$ cat src/rtl/libiu_pkg.sv
// Shared IU trace types: clock bundle, commit-trace record layout, flag bit indices.
// Parameter defaults here define the record width used by every trace block.
package libiu;

    localparam int TRACE_DEPTH = 16;
    localparam int TRACE_TIDW  = 6;

    // Bit positions inside the 5-bit commit flag vector
    localparam int FLG_ICMISS = 0;
    localparam int FLG_UCMODE = 1;
    localparam int FLG_DMA    = 2;
    localparam int FLG_ANNUL  = 3;
    localparam int FLG_REPLAY = 4;

    typedef struct packed {
        logic clk;
    } iu_clk_type;

    typedef struct packed {
        longint unsigned       ctime;
        logic [TRACE_TIDW-1:0] tid;
        logic [31:0]           pc;
        logic [31:0]           inst;
        logic                  replay;
        logic                  annul;
        logic                  dma_mode;
        logic                  ucmode;
        logic [7:0]            upc;
        logic                  gap;
    } trace_rec_type;

endpackage

$ cat src/rtl/inst_trace_fifo_mem.sv
// Trace record storage: one write port, one registered read port, write-first on collision.
// Latency: read data appears the cycle after the address is presented.
// Backpressure: none; the owner decides when to write.
module trace_fifo_mem
    import libiu::*;
#(
    parameter int DEPTH = TRACE_DEPTH,
    parameter int AW    = $clog2(DEPTH)
) (
    input  logic          clk,
    input  logic          wr_en,
    input  logic [AW-1:0] wr_addr,
    input  trace_rec_type wr_data,
    input  logic [AW-1:0] rd_addr,
    output trace_rec_type rd_data
);

    trace_rec_type mem [DEPTH];

    always_ff @(posedge clk) begin
        if (wr_en) begin
            mem[wr_addr] <= wr_data;
        end
        // A write to the upcoming head only happens when the queue drains to it,
        // so forwarding the write data keeps the head register current.
        if (wr_en && (wr_addr == rd_addr)) begin
            rd_data <= wr_data;
        end else begin
            rd_data <= mem[rd_addr];
        end
    end

endmodule

$ cat src/rtl/inst_trace_fifo.sv
// Commit-trace capture FIFO with cycle timestamps; optional per-thread filter via INST_TRACE_FILTER_EN.
// Latency: a record captured in cycle N is visible at the output in cycle N+1.
// Backpressure: never stalls the pipeline; captures into a full queue are dropped and counted.
module inst_trace_fifo
    import libiu::*;
#(
    parameter int DEPTH = TRACE_DEPTH,
    parameter int TIDW  = TRACE_TIDW,
    parameter int CNTW  = 16
) (
    input  iu_clk_type                 gclk,
    input  logic                       rst,
    input  logic                       in_valid,
    input  logic [TIDW-1:0]            in_tid,
    input  logic [31:0]                in_pc,
    input  logic [31:0]                in_inst,
    input  logic [4:0]                 in_flags,
    input  logic [7:0]                 in_upc,
    input  logic [(2**TIDW)-1:0]       thread_mask,
    output logic                       out_valid,
    input  logic                       out_ready,
    output trace_rec_type              out_rec,
    output logic [$clog2(DEPTH):0]     level,
    output logic [CNTW-1:0]            drop_cnt,
    output logic                       overflow
);

    localparam int AW = $clog2(DEPTH);
    localparam int LW = AW + 1;

    logic          clk;
    logic [AW-1:0] wr_ptr;
    logic [AW-1:0] rd_ptr;
    logic [AW-1:0] rd_ptr_nxt;
    logic [63:0]   cycle_ctr;
    logic          gap_flag;
    logic          capture;
    logic          full;
    logic          pop;
    logic          push;
    logic          drop;
    trace_rec_type wr_rec;

    assign clk = gclk.clk;

`ifdef INST_TRACE_FILTER_EN
    assign capture = in_valid & ~in_flags[FLG_ICMISS] & thread_mask[in_tid];
`else
    logic unused_thread_mask;
    assign unused_thread_mask = ^thread_mask;
    assign capture = in_valid & ~in_flags[FLG_ICMISS];
`endif

    assign out_valid  = (level != '0);
    assign full       = (level == LW'(DEPTH));
    assign pop        = out_valid & out_ready;
    assign push       = capture & (~full | pop);
    assign drop       = capture & full & ~pop;
    assign rd_ptr_nxt = rd_ptr + AW'(pop);

    always_comb begin
        wr_rec          = '0;
        wr_rec.ctime    = cycle_ctr;
        wr_rec.tid      = TRACE_TIDW'(in_tid);
        wr_rec.pc       = in_pc;
        wr_rec.inst     = in_inst;
        wr_rec.replay   = in_flags[FLG_REPLAY];
        wr_rec.annul    = in_flags[FLG_ANNUL];
        wr_rec.dma_mode = in_flags[FLG_DMA];
        wr_rec.ucmode   = in_flags[FLG_UCMODE];
        wr_rec.upc      = in_upc;
        wr_rec.gap      = gap_flag;
    end

    always_ff @(posedge clk) begin
        if (rst) begin
            wr_ptr    <= '0;
            rd_ptr    <= '0;
            level     <= '0;
            drop_cnt  <= '0;
            overflow  <= 1'b0;
            cycle_ctr <= '0;
            gap_flag  <= 1'b0;
        end else begin
            cycle_ctr <= cycle_ctr + 64'd1;
            rd_ptr    <= rd_ptr_nxt;
            if (push) begin
                wr_ptr   <= wr_ptr + AW'(1);
                gap_flag <= 1'b0;
            end
            level <= level + LW'(push) - LW'(pop);
            if (drop) begin
                overflow <= 1'b1;
                gap_flag <= 1'b1;
                if (drop_cnt != '1) begin
                    drop_cnt <= drop_cnt + CNTW'(1);
                end
            end
        end
    end

    trace_fifo_mem #(
        .DEPTH (DEPTH),
        .AW    (AW)
    ) u_mem (
        .clk     (clk),
        .wr_en   (push),
        .wr_addr (wr_ptr),
        .wr_data (wr_rec),
        .rd_addr (rd_ptr_nxt),
        .rd_data (out_rec)
    );

endmodule

$ cat config.mk
export PLATFORM = sky130hd
export DESIGN_NAME = inst_trace_fifo
export DESIGN_NICKNAME = d
export VERILOG_FILES = /design/src/rtl/libiu_pkg.sv /design/src/rtl/inst_trace_fifo_mem.sv /design/src/rtl/inst_trace_fifo.sv
export SDC_FILE = /design/constraint.sdc
export NUM_CORES = 2
export LEC_CHECK = 0
export ABC_AREA = 1
export CAP_MARGIN = 20
export CORE_MARGIN = 3
export CORE_UTILIZATION = 40
export DETAILED_ROUTE_END_ITERATION = 10
export GPL_ROUTABILITY_DRIVEN = 0
export HOLD_SLACK_MARGIN = 0.05
export SLEW_MARGIN = 20
export SYNTH_ARGS = -nofsm -noshare
export SYNTH_HDL_FRONTEND = slang
export SYNTH_HIERARCHICAL = 1
export SYNTH_SLANG_ARGS = --single-unit
$ cat constraint.sdc
create_clock -name gclk -period 11.3 [get_ports gclk]
set_input_delay 1.695 -clock gclk [delete_from_list [all_inputs] [get_ports gclk]]
set_output_delay 1.695 -clock gclk [all_outputs]
set_load 0.05 [all_outputs]
Yosys cells after proc, flatten, opt, wreduce, memory -nomap -nowiden
Memories as Yosys holds them, arrays and structs flattened. A register that Yosys moved wholly into a read port is not among the register bits.
Index checks and enable logic that the tools add are counted.
{"block": "totals", "regBits": 95, "ram_bits": 2352, "inputBits": 151, "out_inout_bits": 170, "word_cells": 32, "mem_count": 1}
{"block": "classes", "addsub": 6, "eq_ne": 2, "muxes": 4, "bitwise": 9, "n_reduce_logical": 3}
{"memory": "u_mem.mem", "depth": 16, "width": 147, "rd": 1, "rd_clocked_by_memory_dff": 1, "wr": 1, "line": "inst_trace_fifo_mem.sv:18", "rtl": "trace_rec_type mem [DEPTH];"}
{"cell": "adder 64 x 1 -> 64 bit (second input constant)", "count": 1}
{"cell": "adder 16 x 1 -> 16 bit (second input constant)", "count": 1}
{"cell": "inequality test 16 bit (second input constant)", "count": 1}
{"cell": "adder 5 x 1 -> 5 bit", "count": 1}
{"cell": "bitwise AND 1 bit", "count": 5}
{"cell": "== test 5 bit (second input constant)", "count": 1}
{"cell": "nonzero test 5 bit", "count": 1}
{"cell": "subtractor 5 x 1 -> 5 bit", "count": 1}
{"cell": "adder 4 x 1 -> 4 bit", "count": 1}
{"cell": "adder 4 x 1 -> 4 bit (second input constant)", "count": 1}
{"cell": "two-way mux 1 bit", "count": 4}
{"cell": "inverter 1 bit", "count": 3}
{"cell": "AND reduction 2 bit", "count": 1}
{"cell": "nonzero test 2 bit", "count": 1}
{"cell": "OR 1 bit", "count": 1}

Depth between registers and ports, before layout
{"block": "logic_depth", "word_depth": 6, "ltp_mapped": 15, "depth_no_buf": 15}

Cells and area by module
The synthesis kept the hierarchy.
{"mod": "trace_fifo_mem", "instances": 1, "cells_each": 8801, "area_each_um2": 97821.3, "seq_area_each_um2": 70707.8}
{"mod": "inst_trace_fifo", "instances": 1, "cells_each": 823, "area_each_um2": 5377.7, "seq_area_each_um2": 1901.8}

Least setup slack after synthesis
OpenSTA, ideal clock, no wires.
{"block": "synth_timing", "path_type": "input to register", "startpoint": "input in_valid", "endpoint": "memory u_mem/mem[12][0] in the netlist's numbering (enable)", "setup_time_ps": 656, "arrival_ps": 8409, "required_ps": 10644, "slack_ps": 2235, "path_stages": 6, "path_buffers": 0, "path_cell_list": "inv_1 -> nor2_1 -> nand2_1 -> clkinv_1 -> nand3_1 -> nor2_1"}
{"block": "synth_between", "elab_chain_len": 4}
{"item": "from (decl)", "line": "inst_trace_fifo.sv:13", "rtl": "input logic in_valid,"}
{"item": "bitwise AND 1 bit", "line": "inst_trace_fifo.sv:51", "rtl": "assign capture = in_valid & ~in_flags[FLG_ICMISS];"}
{"item": "bitwise AND 1 bit", "line": "inst_trace_fifo.sv:57", "rtl": "assign push = capture & (~full | pop);"}
{"item": "net push", "line": "inst_trace_fifo.sv:40", "rtl": "logic push;"}
{"item": "two-way mux 1 bit", "line": "inst_trace_fifo_mem.sv:21", "rtl": "if (wr_en) begin"}
{"item": "two-way mux 1 bit (not written as such)", "line": "inst_trace_fifo_mem.sv:22", "rtl": "mem[wr_addr] <= wr_data;"}
{"item": "to (decl)", "line": "inst_trace_fifo_mem.sv:18"}
The timed path passes the listed nets, and every way through them passes these cells.

==> impl_results.md <==
* Total DRC errors in the routed layout at 0
* Achievable Freq at 135 MHz
* Routed length per placed instance at 20.7 microns
* Later-pin clock latency in the skew report at 0.93 ns
* Worst clock skew on the final layout at 0.0718 ns
* Type of destination of the critical path: output pin
* Number of gates resized after CTS at 0
* Final setup violation count at 0
* Highest-utilization routing layer at the global route stage: met2
* Tightest Pin Transition at 1.34 ns
* Cell total after placement at 12833
* Total half-perimeter wirelength after legalization and detailed placement at 127000 microns
* Number of core rows at 185
* Mean Syn Cell Area at 10.7 sq um
* Total nets after synthesis at 9786
* Total overflow reported by the global router at 0
* Post-detailed-routing wire length at 275000 microns
* Depth of the CTS H-tree at 5
* Instance count of the mapped netlist at 9624
* Final worst path period need at 7.38 ns
* Post-CTS setup repair buffer count at 0
* Die outline area at 264000 sq um
* DRC violation total after the first TritonRoute iteration at 6176
* Proportion of register bits with asynchronous set or reset after synthesis at 0%
* Final Hold Violating Endpoints at 0
* Pwr dens at 233 nW/um^2
* Die Y-Extent at 514 microns
* Residual antenna-violating net count after detailed routing at 0
* Netlist cell types at 48
* Cell taking the most area after synthesis: sky130_fd_sc_hd__edfxtp_1
* Global routing met3 resource utilization at 3.35%
* Core box area at 255000 sq um
* Top-level port count at 321
* Final sum of negative setup slack at 0 ns
* CP required at 9.61 ns
* Die boundary width at 514 microns
* Critical path class: reg2out
* Number of max-capacitance violations reported at 0
* Number of global-route vias before repair at 65559
* Clock net sink count at 2451
* Worst max-slew margin expressed relative to the limit at 10.6%
* Worst endpoint data arrival time at 5.69 ns
* Number of CTS-inserted buffers at 283
* Number of enable-type register cells in the synthesized netlist at 2352
* Critical path launch point type: register
* Finished Core Util at 45.8%
* Portion of the post-synthesis area used by sequential elements at 70.4%
* Met2 global-route usage at 34.4%
* CTS root buffer: sky130_fd_sc_hd__clkbuf_16
* IR Drop Worst-Case VDD at 0.241 mV
* Area contributors post-synth: sky130_fd_sc_hd__edfxtp_1 68%, sky130_fd_sc_hd__nand2_1 13%, sky130_fd_sc_hd__nand3_1 8.3%, sky130_fd_sc_hd__inv_1 3.8%, sky130_fd_sc_hd__dfxtp_1 1.9%
* Worst hold-check slack at 0.448 ns
* CTS tree: built
* Nets at 9916
* Run status: finished, final reports clean
* Bufs on Longest Clock Path at 4
* Hold crit path type: reg2reg
* TritonRoute pass-1 iters at 6
* Leak pwr at 45.9 nW
* Share of post-route cells with drive strength above 1 at 5.61%
* Overall track demand over capacity in global routing at 20.4%
* Clock input transition at the sequential cells of the worst setup and hold paths at 0.06 ns
* Initial antenna violation count at 11
* Fraction of the cycle the final worst path needs at 65.3%
* Most frequent cells in the layout: 3478 x sky130_fd_sc_hd__nand2_1, 2352 x sky130_fd_sc_hd__edfxtp_1, 1704 x sky130_fd_sc_hd__nand3_1, 1052 x sky130_fd_sc_hd__inv_1, 292 x sky130_fd_sc_hd__clkbuf_16
* Pin count of the biggest net entering global routing at 234
* Hold buffers post-CTS at 0
* Initial cell density of the core at 40.4%
* Growth of design area from synthesis to finish at 13.3%
* Post-synth top area share at 68.4%
* Global-route wire length before repair at 410000 microns
* Total via count after detailed routing at 68513
* Number of buffer cells added on primary ports at 256
* Post-detailed-route via-to-cell ratio at 5.15
* Final std cells w/o fill at 13314
* Cell area after synthesis at 103000 sq um
* Leading register cell type out of synthesis: sky130_fd_sc_hd__edfxtp_1
* Highest fanout seen on the critical path at 91
* Ys Warns at 6
* RSZ-0062 raised after global routing: no
* Global-route track usage on met1 at 27.3%
* Final number of max-transition violations at 0
* Flip-flop and latch count after synthesis at 2451
* Leading cell type in the layout, fill and taps excluded: sky130_fd_sc_hd__nand2_1
layout make-up:
| class | count | area [sq um] |
|---|---|---|
| Fill cell | 22802 | 138000 |
| Sequential cell | 2451 | 72600 |
| Multi-Input combinational cell | 5614 | 24100 |
| Clock buffer | 347 | 7530 |
| Tap cell | 3366 | 4210 |
| Inverter | 1059 | 4010 |
| Timing Repair Buffer | 345 | 3480 |
| Clock inverter | 126 | 997 |
| Antenna cell | 6 | 15.0 |
synth_stat cells, types with 3 or more instances:
cell and count:
sky130_fd_sc_hd__xnor2_1 6, sky130_fd_sc_hd__nand2_2 12, sky130_fd_sc_hd__nand3_1 1704, sky130_fd_sc_hd__nand4_1 14, sky130_fd_sc_hd__dfxtp_1 99, sky130_fd_sc_hd__edfxtp_1 2352
sky130_fd_sc_hd__clkbuf_1 98, sky130_fd_sc_hd__a21oi_1 59, sky130_fd_sc_hd__nor3_1 6, sky130_fd_sc_hd__nand2_1 3478, sky130_fd_sc_hd__nand2_4 3, sky130_fd_sc_hd__nor2_2 8
sky130_fd_sc_hd__xor2_1 15, sky130_fd_sc_hd__or2_0 5, sky130_fd_sc_hd__buf_4 35, sky130_fd_sc_hd__nor2_1 193, sky130_fd_sc_hd__buf_1 37, sky130_fd_sc_hd__inv_1 1054
sky130_fd_sc_hd__o21a_1 6, sky130_fd_sc_hd__nor2_4 11, sky130_fd_sc_hd__o21ai_0 31, sky130_fd_sc_hd__buf_2 296, sky130_fd_sc_hd__ha_1 10, sky130_fd_sc_hd__or2_2 29
sky130_fd_sc_hd__buf_6 31
state kept, by name, indices dropped and copies added (netlist names), named ones only:
signal and count:
u_mem/mem 2352, level 5, gap_flag 1, rd_ptr 4, cycle_ctr 64, wr_ptr 4, overflow 1, drop_cnt 16
cells by family after synthesis:
family	after synthesis	share of synthesized area [%]
DFF	2451	70.4
and+or+nand+nor	5479	22.4
adders and majority gates	11	0.141
buffers and inverters	1559	6.41
xor gates and xnor gates	21	0.178
AOI/OAI and AO/OA	103	0.533
per-stage QoR:
step | cell area [sq um] | setup WS (ns) | total power [W]
3_3_place_gp | 108000 | 4.45 | 0.0189
6_report | 117000 | 3.92 | 0.0272
5_1_grt | 117000 | 3.66 | 0.0286
2_1_floorplan | 103000 | 2.24 | 0.0165
3_5_place_dp | 108000 | 4.42 | 0.0189
4_1_cts | 117000 | 3.40 | 0.0275
metal layers:
| metal | share of wire (%) | vias to the layer above |
|---|---|---|
| met2 | 48 | 2251 |
| met5 | 0.0051 | - |
| li1 | - | 32177 |
| met3 | 6.6 | 469 |
| met4 | 2.4 | 4 |
| met1 | 43 | 33612 |
critical path, stage by stage (launching register included):
cell and delay [ns]:
sky130_fd_sc_hd__dfxtp_4 0.64, sky130_fd_sc_hd__buf_4 0.43, sky130_fd_sc_hd__buf_16 0.32, sky130_fd_sc_hd__buf_4 0.85, sky130_fd_sc_hd__buf_4 0.51, sky130_fd_sc_hd__buf_16 0.34, sky130_fd_sc_hd__nand2_1 0.09, sky130_fd_sc_hd__nand3_1 0.09
sky130_fd_sc_hd__nand3_1 0.11, sky130_fd_sc_hd__nand2_1 0.10, sky130_fd_sc_hd__nand2_1 0.05, sky130_fd_sc_hd__nand2_1 0.23, sky130_fd_sc_hd__clkdlybuf4s50_1 0.85
path summary, 6_finish.rpt:
check                                          start                          to  slack [ns]  depth (start not counted)
worst max-delay path                        register                 out_rec[15]        3.92                         12
worst min-delay path            rd_ptr[3]$_SDFF_PP0_                    register        0.45                          1
worst max register to register   level[2]$_SDFF_PP0_  u_mem/mem[4][63]$_DFFE_PP_        6.92                         11
worst min register to register  rd_ptr[3]$_SDFF_PP0_                    register        0.45                          1
report_power, final:
group	leakage [nW]	internal [W]	total, W	switching [W]
Clock	4.17	0.00503	0.00851	0.00348
Sequential	21.7	0.00999	0.0101	0.0000985
Combinational	20.0	0.00241	0.00864	0.00622
Note: power is estimated with default switching activity, not from simulation.
